### src/rtl/instruction_fetch_controller_if.sv
// rtl/instruction_fetch_controller_if.sv - memory, decode and control bundle of the instruction fetch controller
interface instruction_fetch_controller_if;
  logic [15:0] MemAddr;
  logic        MemRdEn;
  logic [7:0]  MemRdData;
  logic [15:0] Instruction;
  logic [15:0] InstrPC;
  logic        InstrValid;
  logic        InstrReady;
  logic        Redirect;
  logic [15:0] RedirectPC;
  logic        Halt;
  logic        Fault;

  modport master (
    output MemAddr, MemRdEn, Instruction, InstrPC, InstrValid, Fault,
    input  MemRdData, InstrReady, Redirect, RedirectPC, Halt
  );

  modport slave (
    input  MemAddr, MemRdEn, Instruction, InstrPC, InstrValid, Fault,
    output MemRdData, InstrReady, Redirect, RedirectPC, Halt
  );
endinterface

### src/rtl/instruction_fetch_controller.sv
// rtl/instruction_fetch_controller.sv - two-byte big-endian instruction fetch FSM; optional IFETCH_BOUND_CHECK_EN range check
module instruction_fetch_controller #(
  parameter int unsigned MEM_BYTES = 128,
  parameter logic [15:0] RESET_PC  = 16'h0000
) (
  input logic Clock,
  input logic ResetN,
  instruction_fetch_controller_if.master bus
);

  typedef enum logic [2:0] {IDLE, HI, LO, CAP, OUT, HALTED, FAULT} state_t;

`ifdef IFETCH_BOUND_CHECK_EN
  localparam bit CHECK_EN = 1'b1;
`else
  localparam bit CHECK_EN = 1'b0;
`endif
  // Highest PC whose two bytes both lie inside the memory.
  localparam int unsigned LAST_PC = MEM_BYTES - 2;

  state_t      state, state_nxt;
  logic [15:0] pc;
  logic [7:0]  hi_byte;
  logic [15:0] instr_q;
  logic [15:0] instr_pc_q;
  logic        oob;
  logic        rd_en;
  logic        valid;
  logic [15:0] addr;
  logic [15:0] redirect_target;

  // Fetch PC beyond the memory; folds to 0 when the range check is not built.
  assign oob             = CHECK_EN && (32'(pc) > LAST_PC);
  assign redirect_target = bus.RedirectPC & 16'hFFFE;

  // State register.
  always_ff @(posedge Clock or negedge ResetN) begin
    if (!ResetN) state <= IDLE;
    else         state <= state_nxt;
  end

  // Next state; a redirect overrides everything, including a pending handshake.
  always_comb begin
    state_nxt = state;
    if (bus.Redirect) begin
      state_nxt = (state == HALTED || bus.Halt) ? HALTED : HI;
    end else begin
      case (state)
        IDLE:    state_nxt = bus.Halt ? HALTED : HI;
        HI:      state_nxt = oob ? FAULT : LO;
        LO:      state_nxt = CAP;
        CAP:     state_nxt = OUT;
        OUT:     if (bus.InstrReady) state_nxt = bus.Halt ? HALTED : HI;
        HALTED:  if (!bus.Halt) state_nxt = HI;
        FAULT:   state_nxt = FAULT;
        default: state_nxt = IDLE;
      endcase
    end
  end

  // Memory strobe/address and decode valid as functions of the state.
  always_comb begin
    rd_en = 1'b0;
    valid = 1'b0;
    addr  = pc;
    case (state)
      HI:      rd_en = !oob;
      LO:      begin rd_en = 1'b1; addr = pc + 16'd1; end
      OUT:     valid = 1'b1;
      default: ;
    endcase
  end

  // PC, high-byte capture and the held instruction/PC pair.
  always_ff @(posedge Clock or negedge ResetN) begin
    if (!ResetN) begin
      pc         <= RESET_PC;
      hi_byte    <= 8'h00;
      instr_q    <= 16'h0000;
      instr_pc_q <= 16'h0000;
    end else begin
      if (bus.Redirect)                        pc <= redirect_target;
      else if (state == OUT && bus.InstrReady) pc <= pc + 16'd2;
      if (state == LO) hi_byte <= bus.MemRdData;
      if (state == CAP) begin
        instr_q    <= {hi_byte, bus.MemRdData};
        instr_pc_q <= pc;
      end
    end
  end

  assign bus.MemAddr     = addr;
  assign bus.MemRdEn     = rd_en;
  assign bus.InstrValid  = valid;
  assign bus.Instruction = instr_q;
  assign bus.InstrPC     = instr_pc_q;
  assign bus.Fault       = CHECK_EN && (state == FAULT);

endmodule

### src/flat_wrapper.sv
// flat-port wrapper written by rule: the top's interface ports become plain ports
module instruction_fetch_controller_flat 
#(
  parameter int unsigned MEM_BYTES = 128,
  parameter logic [15:0] RESET_PC  = 16'h0000
)
  (Clock, ResetN, bus_MemAddr, bus_MemRdEn, bus_Instruction, bus_InstrPC, bus_InstrValid, bus_Fault, bus_MemRdData, bus_InstrReady, bus_Redirect, bus_RedirectPC, bus_Halt);
  instruction_fetch_controller_if bus_i ();
  input logic Clock;
  input logic ResetN;
  output wire logic [$bits(bus_i.MemAddr)-1:0] bus_MemAddr;
  output wire logic [$bits(bus_i.MemRdEn)-1:0] bus_MemRdEn;
  output wire logic [$bits(bus_i.Instruction)-1:0] bus_Instruction;
  output wire logic [$bits(bus_i.InstrPC)-1:0] bus_InstrPC;
  output wire logic [$bits(bus_i.InstrValid)-1:0] bus_InstrValid;
  output wire logic [$bits(bus_i.Fault)-1:0] bus_Fault;
  input wire logic [$bits(bus_i.MemRdData)-1:0] bus_MemRdData;
  input wire logic [$bits(bus_i.InstrReady)-1:0] bus_InstrReady;
  input wire logic [$bits(bus_i.Redirect)-1:0] bus_Redirect;
  input wire logic [$bits(bus_i.RedirectPC)-1:0] bus_RedirectPC;
  input wire logic [$bits(bus_i.Halt)-1:0] bus_Halt;
  assign bus_MemAddr = bus_i.MemAddr;
  assign bus_MemRdEn = bus_i.MemRdEn;
  assign bus_Instruction = bus_i.Instruction;
  assign bus_InstrPC = bus_i.InstrPC;
  assign bus_InstrValid = bus_i.InstrValid;
  assign bus_Fault = bus_i.Fault;
  assign bus_i.MemRdData = bus_MemRdData;
  assign bus_i.InstrReady = bus_InstrReady;
  assign bus_i.Redirect = bus_Redirect;
  assign bus_i.RedirectPC = bus_RedirectPC;
  assign bus_i.Halt = bus_Halt;
  instruction_fetch_controller #(.MEM_BYTES(MEM_BYTES), .RESET_PC(RESET_PC)) u_core (.Clock(Clock), .ResetN(ResetN), .bus(bus_i));
endmodule
### config.mk
export PLATFORM = sky130hd
export DESIGN_NAME = instruction_fetch_controller_flat
export DESIGN_NICKNAME = d
export VERILOG_FILES = /design/src/rtl/instruction_fetch_controller_if.sv /design/src/rtl/instruction_fetch_controller.sv /design/src/flat_wrapper.sv
export SDC_FILE = /design/constraint.sdc
export NUM_CORES = 1
export LEC_CHECK = 0
export CAP_MARGIN = 10
export CORE_ASPECT_RATIO = 0.75
export CORE_MARGIN = 3
export CORE_UTILIZATION = 45
export CTS_BUF_LIST = sky130_fd_sc_hd__clkbuf_4
export DETAILED_ROUTE_END_ITERATION = 6
export PLACE_DENSITY = 0.78
export SETUP_SLACK_MARGIN = 0.15
export SYNTH_ARGS = -nofsm -noshare
export SYNTH_HDL_FRONTEND = slang
export SYNTH_SLANG_ARGS = --single-unit
### constraint.sdc
create_clock -name Clock -period 2.6 [get_ports Clock]
set_clock_uncertainty 0.05 [all_clocks]
set_input_delay 0.26 -clock Clock [delete_from_list [all_inputs] [get_ports Clock]]
set_output_delay 0.26 -clock Clock [all_outputs]
set_load 0.03 [all_outputs]
==> out/metrics.csv, run 1 <==
stage,metric,value,unit
power_and_ir_drop,Switching Power,1.388,mW
cts,Worst-Skew Late Latency,0.40,ns
flow_run,max_cap viols,0,
layout,design area,3492,µm²
layout,# fillers,456,
die,die area,6690,µm²
detailed_routing,Total Wirelength,5495,µm
setup_path,CP cell instances,"nand2b_1, nor2_1, clkdlybuf4s50_1",
setup_path,CP startpoint,u_core.state[0],
run_status,outcome,"complete, no violations",
sta,RSZ-0062 raised after global routing,false,
setup_path,Worst R2R Setup Slack,0.44,ns
cts,post_cts resized,0,
setup_path,CP peak stage delay,0.71,ns
synthesis,synth warn,0,
setup_path,Worst Setup Start Kind,flop,
global_routing,vias in the first global route,1900,
sta,Setup TNS Final,0,ns
layout,area of the multi-input gates,1006,µm²
synthesis,Synth Area per Inst,11.47,µm²
synthesis,ys async rst share,1.000,
global_routing,GRT overflow,0,
sta,Least-Margin Pin Slew,0.8372,ns
global_routing,met2 Track Usage GR,0.2639,
sta,# setup viols final,0,
power_and_ir_drop,P_int,2.411,mW
cts,"Setup Fix Bufs, Post-CTS",0,
synthesis,synthesized instance count,225,
cts,clk buf depth,2,
global_routing,met3 GRT Util,0.06296,
global_routing,initial antenna violation count,0,
global_routing,largest net degree at the start of global routing,37,
setup_path,buffer and inverter count on the worst path,1,
setup_path,CP endpoint kind,output port,
cts,total CTS buffers,9,
cts,hold buffers post-CTS,1,
cts,clock sinks,57,
synthesis,"top cells by count, synth","dfrtp_1 (57), mux2_2 (36), nand2_1 (22), clkbuf_1 (20), o21ai_0 (17)",
placed_design,I/O Buffers,76,
die,Site Rows,23,
layout,Nets,320,
detailed_routing,vias per cell,5.030,
die,Top Ports,80,
die,Die X,93.46,µm
detailed_routing,Starting DRT DRC Count,79,
synthesis,Seq cells post-synth,57,
setup_path,WP depth,3,
detailed_routing,DR WL/cell,14.89,µm
setup_path,R2R Path End,u_core.pc[15],
power_and_ir_drop,Lkg Pwr,1.466,nW
global_routing,Global Route met1 Usage,0.2586,
power_and_ir_drop,Clk network pwr share,0.188,
cts,CTS tree,built,
synthesis,Mapped Area,2581,µm²
sta,Final period util,0.8681,
setup_path,crit path max fanout,9,
setup_path,worst setup path endpoint,bus_MemAddr[0],
placed_design,GPL Wtd Cong,0.7755,
sta,relative slew slack,0.4419,
setup_path,reg2reg start,u_core.pc[5],
power_and_ir_drop,Pwr Total,3.799,mW
power_and_ir_drop,switching part of the total,0.3654,
sta,"Slew Viols, Final",0,
synthesis,"area leader, netlist",dfrtp_1,
global_routing,GRT busiest layer,met2,
synthesis,Yosys top cell area share,0.5526,
setup_path,CP Data Arrival Time,1.95,ns
detailed_routing,drt drc,0,
sta,Final Hold Vio Count,0,
detailed_routing,DRT Pass-1 Iters,4,
setup_path,Crit-path slowest cell,clkdlybuf4s50_1,
setup_path,"Data required, critical path",2.29,ns
synthesis,"Seq/Total Area, Yosys",0.5526,
synthesis,synth top area cells,"dfrtp_1 (55%), mux2_2 (16%), o21ai_0 (3.3%)",
global_routing,gr usage total,0.1830,
power_and_ir_drop,PD cells,1088,nW/µm²
layout,n_diodes,0,
placed_design,placed instance area,3331,µm²
die,Placeable Area,5439,µm²
synthesis,number of synthesized flops with an enable pin,0,
setup_path,CP Class,flop to output port,
power_and_ir_drop,Comb power frac,0.440,
setup_path,worst reg2reg path depth,4,
cts,H-tree Lvls,3,
die,Initial Utilization,0.4746,
cts,root buffer cell,clkbuf_4,
detailed_routing,"antenna viol nets, final",0,
sta,Max Clk Rate,443.1,MHz
hold_path,Worst Hold Class,primary input to async pin,
synthesis,library cells used by synthesis,38,
power_and_ir_drop,VDD IR max,631.3,µV
power_and_ir_drop,Flop pwr share,0.371,
cts,"CTS clk-pin slew, worst paths",0.10,ns
layout,register area,1426,µm²
synthesis,most common cell in the netlist,dfrtp_1,
global_routing,first-pass GRT wire length,9425,µm
synthesis,"Top FF cell, synth",dfrtp_1,
die,die height,71.59,µm
placed_design,DP Wirelength,3832,µm
sta,minimum clock period,2.257,ns
layout,Area Overhead vs Synth,35.29,%
setup_path,Top delay family on crit path,buffers and inverters,
layout,ratio of cells with drive above 1 in the final layout,0.2007,
detailed_routing,via count,1856,
==> cells in the final DEF, fill, tap and decap left out, types with 2 or more instances in the layout <==
| master | instances |
|---|---|
| a21oi_1 | 2 |
| a221o_1 | 2 |
| a31oi_1 | 2 |
| buf_4 | 4 |
| bufinv_16 | 2 |
| clkbuf_4 | 11 |
| clkdlybuf4s50_1 | 75 |
| conb_1 | 2 |
| dfrtp_1 | 57 |
| inv_1 | 5 |
| mux2_2 | 36 |
| mux2i_1 | 2 |
| nand2_1 | 22 |
| nand2b_1 | 2 |
| nand3_1 | 3 |
| nand4_1 | 3 |
| nor2_1 | 8 |
| nor3_1 | 4 |
| nor3b_1 | 3 |
| nor4_1 | 5 |
| o21ai_0 | 17 |
| o31a_1 | 2 |
| or3_1 | 2 |
| xnor2_1 | 6 |
| xor2_1 | 2 |
==> power by group through the flow <==
stage	sequential, mW	combinational (mW)	clock, mW
after floorplan	1.86	0.582	0
after detailed placement	1.43	1.69	0
final	1.41	1.67	0.715
after global placement	1.42	1.66	0
after CTS	1.41	1.69	0.737
after global routing	1.47	1.78	0.777
==> sequential cells by signal, summed over array words and instances, names as in the netlist <==
register and flops:
u_core.bus.InstrPC 15, u_core.hi_byte 8, u_core.state 3, u_core.bus.Instruction 16, u_core.pc 15
==> routing by layer <==
metal,vias up,part of all wire
li1,903,-
met1,887,0.48
met2,57,0.44
met3,9,0.070
met4,0,0.012
met5,-,0
==> how the worst min path moves through the flow <==
stage | startpoint | end | slack (ns) | cells past startpoint
6_report | ResetN | u_core.bus.Instruction[10] | 0.30 | 2
2_1_floorplan | ResetN | u_core.bus.InstrPC[10] | -0.09 | 0
5_1_grt | ResetN | u_core.bus.Instruction[10] | 0.31 | 2
3_5_place_dp | ResetN | u_core.bus.Instruction[10] | 0.20 | 1
4_1_cts | ResetN | u_core.bus.Instruction[10] | 0.30 | 2
3_3_place_gp | ResetN | u_core.bus.Instruction[8] | 0.20 | 1
==> cell type report <==
class,instances,share of cell area
inverters,5,0.005374
multi-input cells,136,0.2881
flip-flops and latches,57,0.4085
clock inverters,4,0.01971
clock buffers,11,0.02365
repair buffers,81,0.2279
well taps,75,0.02687
==> logic make-up after synthesis <==
kind of cell / share of synthesized area
fa+ha+maj: 0.004847
simple gates: 0.1212
buf+inv: 0.05913
flops: 0.5526
xor+xnor: 0.02715
other cells: 0.001453
compound gates: 0.06884
mux: 0.1648
==> through the flow <==
step                      hold WS [ns]  setup slack (ns)  utilization  std cells
after floorplan               -0.08559            0.5050            -        226
after global placement          0.1967            0.3067       0.6124        353
after detailed placement        0.1951            0.2643       0.6124        353
after CTS                       0.2983            0.3121       0.6421        369
after global routing            0.3149            0.2029       0.6421        369
final                           0.2952            0.3431       0.6421        369
(Power assumes the default switching activity.)
==> run 2, diff against run 1 <==
--- a/config.mk
+++ b/config.mk
@@ -8,10 +8,10 @@
 export CAP_MARGIN = 10
 export CORE_ASPECT_RATIO = 0.75
 export CORE_MARGIN = 3
-export CORE_UTILIZATION = 45
+export CORE_UTILIZATION = 48
 export CTS_BUF_LIST = sky130_fd_sc_hd__clkbuf_4
 export DETAILED_ROUTE_END_ITERATION = 6
-export PLACE_DENSITY = 0.78
+export PLACE_DENSITY = 0.82
 export SETUP_SLACK_MARGIN = 0.15
 export SYNTH_ARGS = -nofsm -noshare
 export SYNTH_HDL_FRONTEND = slang
==> out/metrics.csv, run 2 (synthesis gave the netlist of run 1 again) <==
stage,metric,value,unit
sta,"Slew Viols, Final",0,
cts,"CTS clk-pin slew, worst paths",0.09,ns
power_and_ir_drop,Pwr Total,3.700,mW
cts,total CTS buffers,9,
detailed_routing,"antenna viol nets, final",0,
setup_path,"Data required, critical path",2.29,ns
detailed_routing,via count,1852,
global_routing,largest net degree at the start of global routing,38,
sta,RSZ-0062 raised after global routing,false,
power_and_ir_drop,Lkg Pwr,1.456,nW
die,Site Rows,22,
global_routing,GRT overflow,0,
sta,relative slew slack,0.4568,
layout,Nets,320,
detailed_routing,DRT Pass-1 Iters,4,
cts,"Setup Fix Bufs, Post-CTS",0,
layout,most frequent cells in the layout,"clkdlybuf4s50_1 (75), dfrtp_1 (57), mux2_2 (36)",
power_and_ir_drop,Switching Power,1.393,mW
global_routing,gr usage total,0.1712,
die,die height,69.51,µm
detailed_routing,Total Wirelength,5198,µm
power_and_ir_drop,Comb power frac,0.453,
cts,H-tree Lvls,3,
power_and_ir_drop,switching part of the total,0.3765,
detailed_routing,Starting DRT DRC Count,65,
layout,max reg flops,16,
power_and_ir_drop,P_int,2.307,mW
setup_path,Worst Setup Start Kind,flop,
detailed_routing,DR WL/cell,14.16,µm
placed_design,I/O Buffers,76,
global_routing,first-pass GRT wire length,8445,µm
hold_path,Worst Hold Class,primary input to async pin,
cts,root buffer cell,clkbuf_4,
detailed_routing,drt drc,0,
flow_run,max_cap viols,0,
cts,clock sinks,57,
power_and_ir_drop,Flop pwr share,0.381,
sta,Final period util,0.8671,
sta,Setup TNS Final,0,ns
cts,clk buf depth,2,
die,Placeable Area,5037,µm²
placed_design,GPL Wtd Cong,0.7435,
sta,# setup viols final,0,
detailed_routing,vias per cell,5.046,
die,Top Ports,80,
layout,ratio of cells with drive above 1 in the final layout,0.2034,
setup_path,CP endpoint kind,output port,
setup_path,CP Class,flop to output port,
global_routing,initial antenna violation count,0,
run_status,outcome,"complete, no violations",
power_and_ir_drop,VDD IR max,670.5,µV
setup_path,CP Data Arrival Time,1.94,ns
die,die area,6302,µm²
setup_path,crit path max fanout,9,
layout,most common library cell in the layout ignoring fill and taps,clkdlybuf4s50_1,
layout,Area Overhead vs Synth,34.95,%
die,Initial Utilization,0.5124,
sta,Final Hold Vio Count,0,
sta,Max Clk Rate,443.5,MHz
cts,Worst-Skew Late Latency,0.39,ns
sta,Least-Margin Pin Slew,0.8147,ns
die,Die X,90.68,µm
cts,CTS tree,built,
placed_design,DP Wirelength,3725,µm
power_and_ir_drop,PD cells,1062,nW/µm²
power_and_ir_drop,Clk network pwr share,0.166,
layout,n_diodes,0,
sta,minimum clock period,2.255,ns
global_routing,vias in the first global route,1775,
[run 2: changes by cell type in the layout (fill, tap and decap cells not counted), sizes merged]
cell      before  now
clkbuf        11   10
clkinvlp       0    2
bufinv         2    1
clkinv         2    3
[run 2: path summary, 6_finish.rpt]
kind	slack [ns]	cells past startpoint	end	from
max	0.35	3	bus_MemAddr[0]	u_core.state[0]
min	0.30	2	u_core.bus.Instruction[13]	ResetN
max reg2reg	0.44	4	u_core.pc[15]	u_core.pc[5]
min reg2reg	0.44	2	u_core.bus.InstrPC[13]	u_core.bus.InstrPC[13]
max in group asynchronous	1.64	3	u_core.pc[10]	ResetN
min in group Clock	0.38	3	u_core.pc[1]	bus_RedirectPC[1]
[run 2: per-stage QoR]
step | setup WS [ns] | util | std cells | hold slack (ns) | area, µm²
floorplan | 0.5050 | - | 226 | -0.08559 | 2585
global placement | 0.3194 | 0.6629 | 350 | 0.2012 | 3339
detailed placement | 0.2907 | 0.6629 | 350 | 0.2063 | 3339
CTS | 0.3024 | 0.6915 | 367 | 0.2973 | 3483
global route | 0.2030 | 0.6915 | 367 | 0.2960 | 3483
finish | 0.3454 | 0.6915 | 367 | 0.3037 | 3483
[run 2: area by class of cell]
type	instances	area [µm²]
fillers	390	1554
flip-flops and latches	57	1426
multi-input cells	136	1006
repair buffers	81	808.3
well taps	72	90.09
clock buffers	10	75.07
clock inverters	6	58.81
inverters	5	18.77
[run 2: timing repair]
| item | 4_1_cts | 5_1_grt |
|---|---|---|
| hold buffers | 1 | 0 |
| resized for setup | 0 | 0 |
| endpoints found under the hold margin | 20 | 0 |
[run 2: power groups by stage]
stage	Sequential [mW]	Clock [mW]	Combinational, mW
after floorplan	1.86	0	0.582
after global placement	1.41	0	1.67
after detailed placement	1.43	0	1.69
after CTS	1.41	0.640	1.70
after global routing	1.46	0.676	1.76
final	1.41	0.615	1.68
[run 2: critical path, stage by stage (launching register included)]
cell and delay (ns):
dfrtp_1 0.47, nand2b_1 0.22, nor2_1 0.16, clkdlybuf4s50_1 0.70
[run 2: metal layers]
| metal | routed length (µm) | part of all wire | track usage | vias to the layer above |
|---|---|---|---|---|
| met3 | 329 | 0.063 | 0.08460 | 3 |
| met5 | 0 | 0 | 0 | - |
| li1 | - | - | - | 898 |
| met2 | 2377 | 0.46 | 0.2654 | 55 |
| met1 | 2468 | 0.47 | 0.2199 | 896 |
| met4 | 23 | 0.0044 | 0.03056 | 0 |
==> run 3, diff against run 2 <==
--- a/config.mk
+++ b/config.mk
@@ -10,6 +10,7 @@
 export CORE_MARGIN = 3
 export CORE_UTILIZATION = 48
 export CTS_BUF_LIST = sky130_fd_sc_hd__clkbuf_4
+export CTS_CLUSTER_SIZE = 16
 export DETAILED_ROUTE_END_ITERATION = 6
 export PLACE_DENSITY = 0.82
 export SETUP_SLACK_MARGIN = 0.15
==> results of run 3 <==
Same layout as run 2: the final DEF is identical, and so are final timing and power.
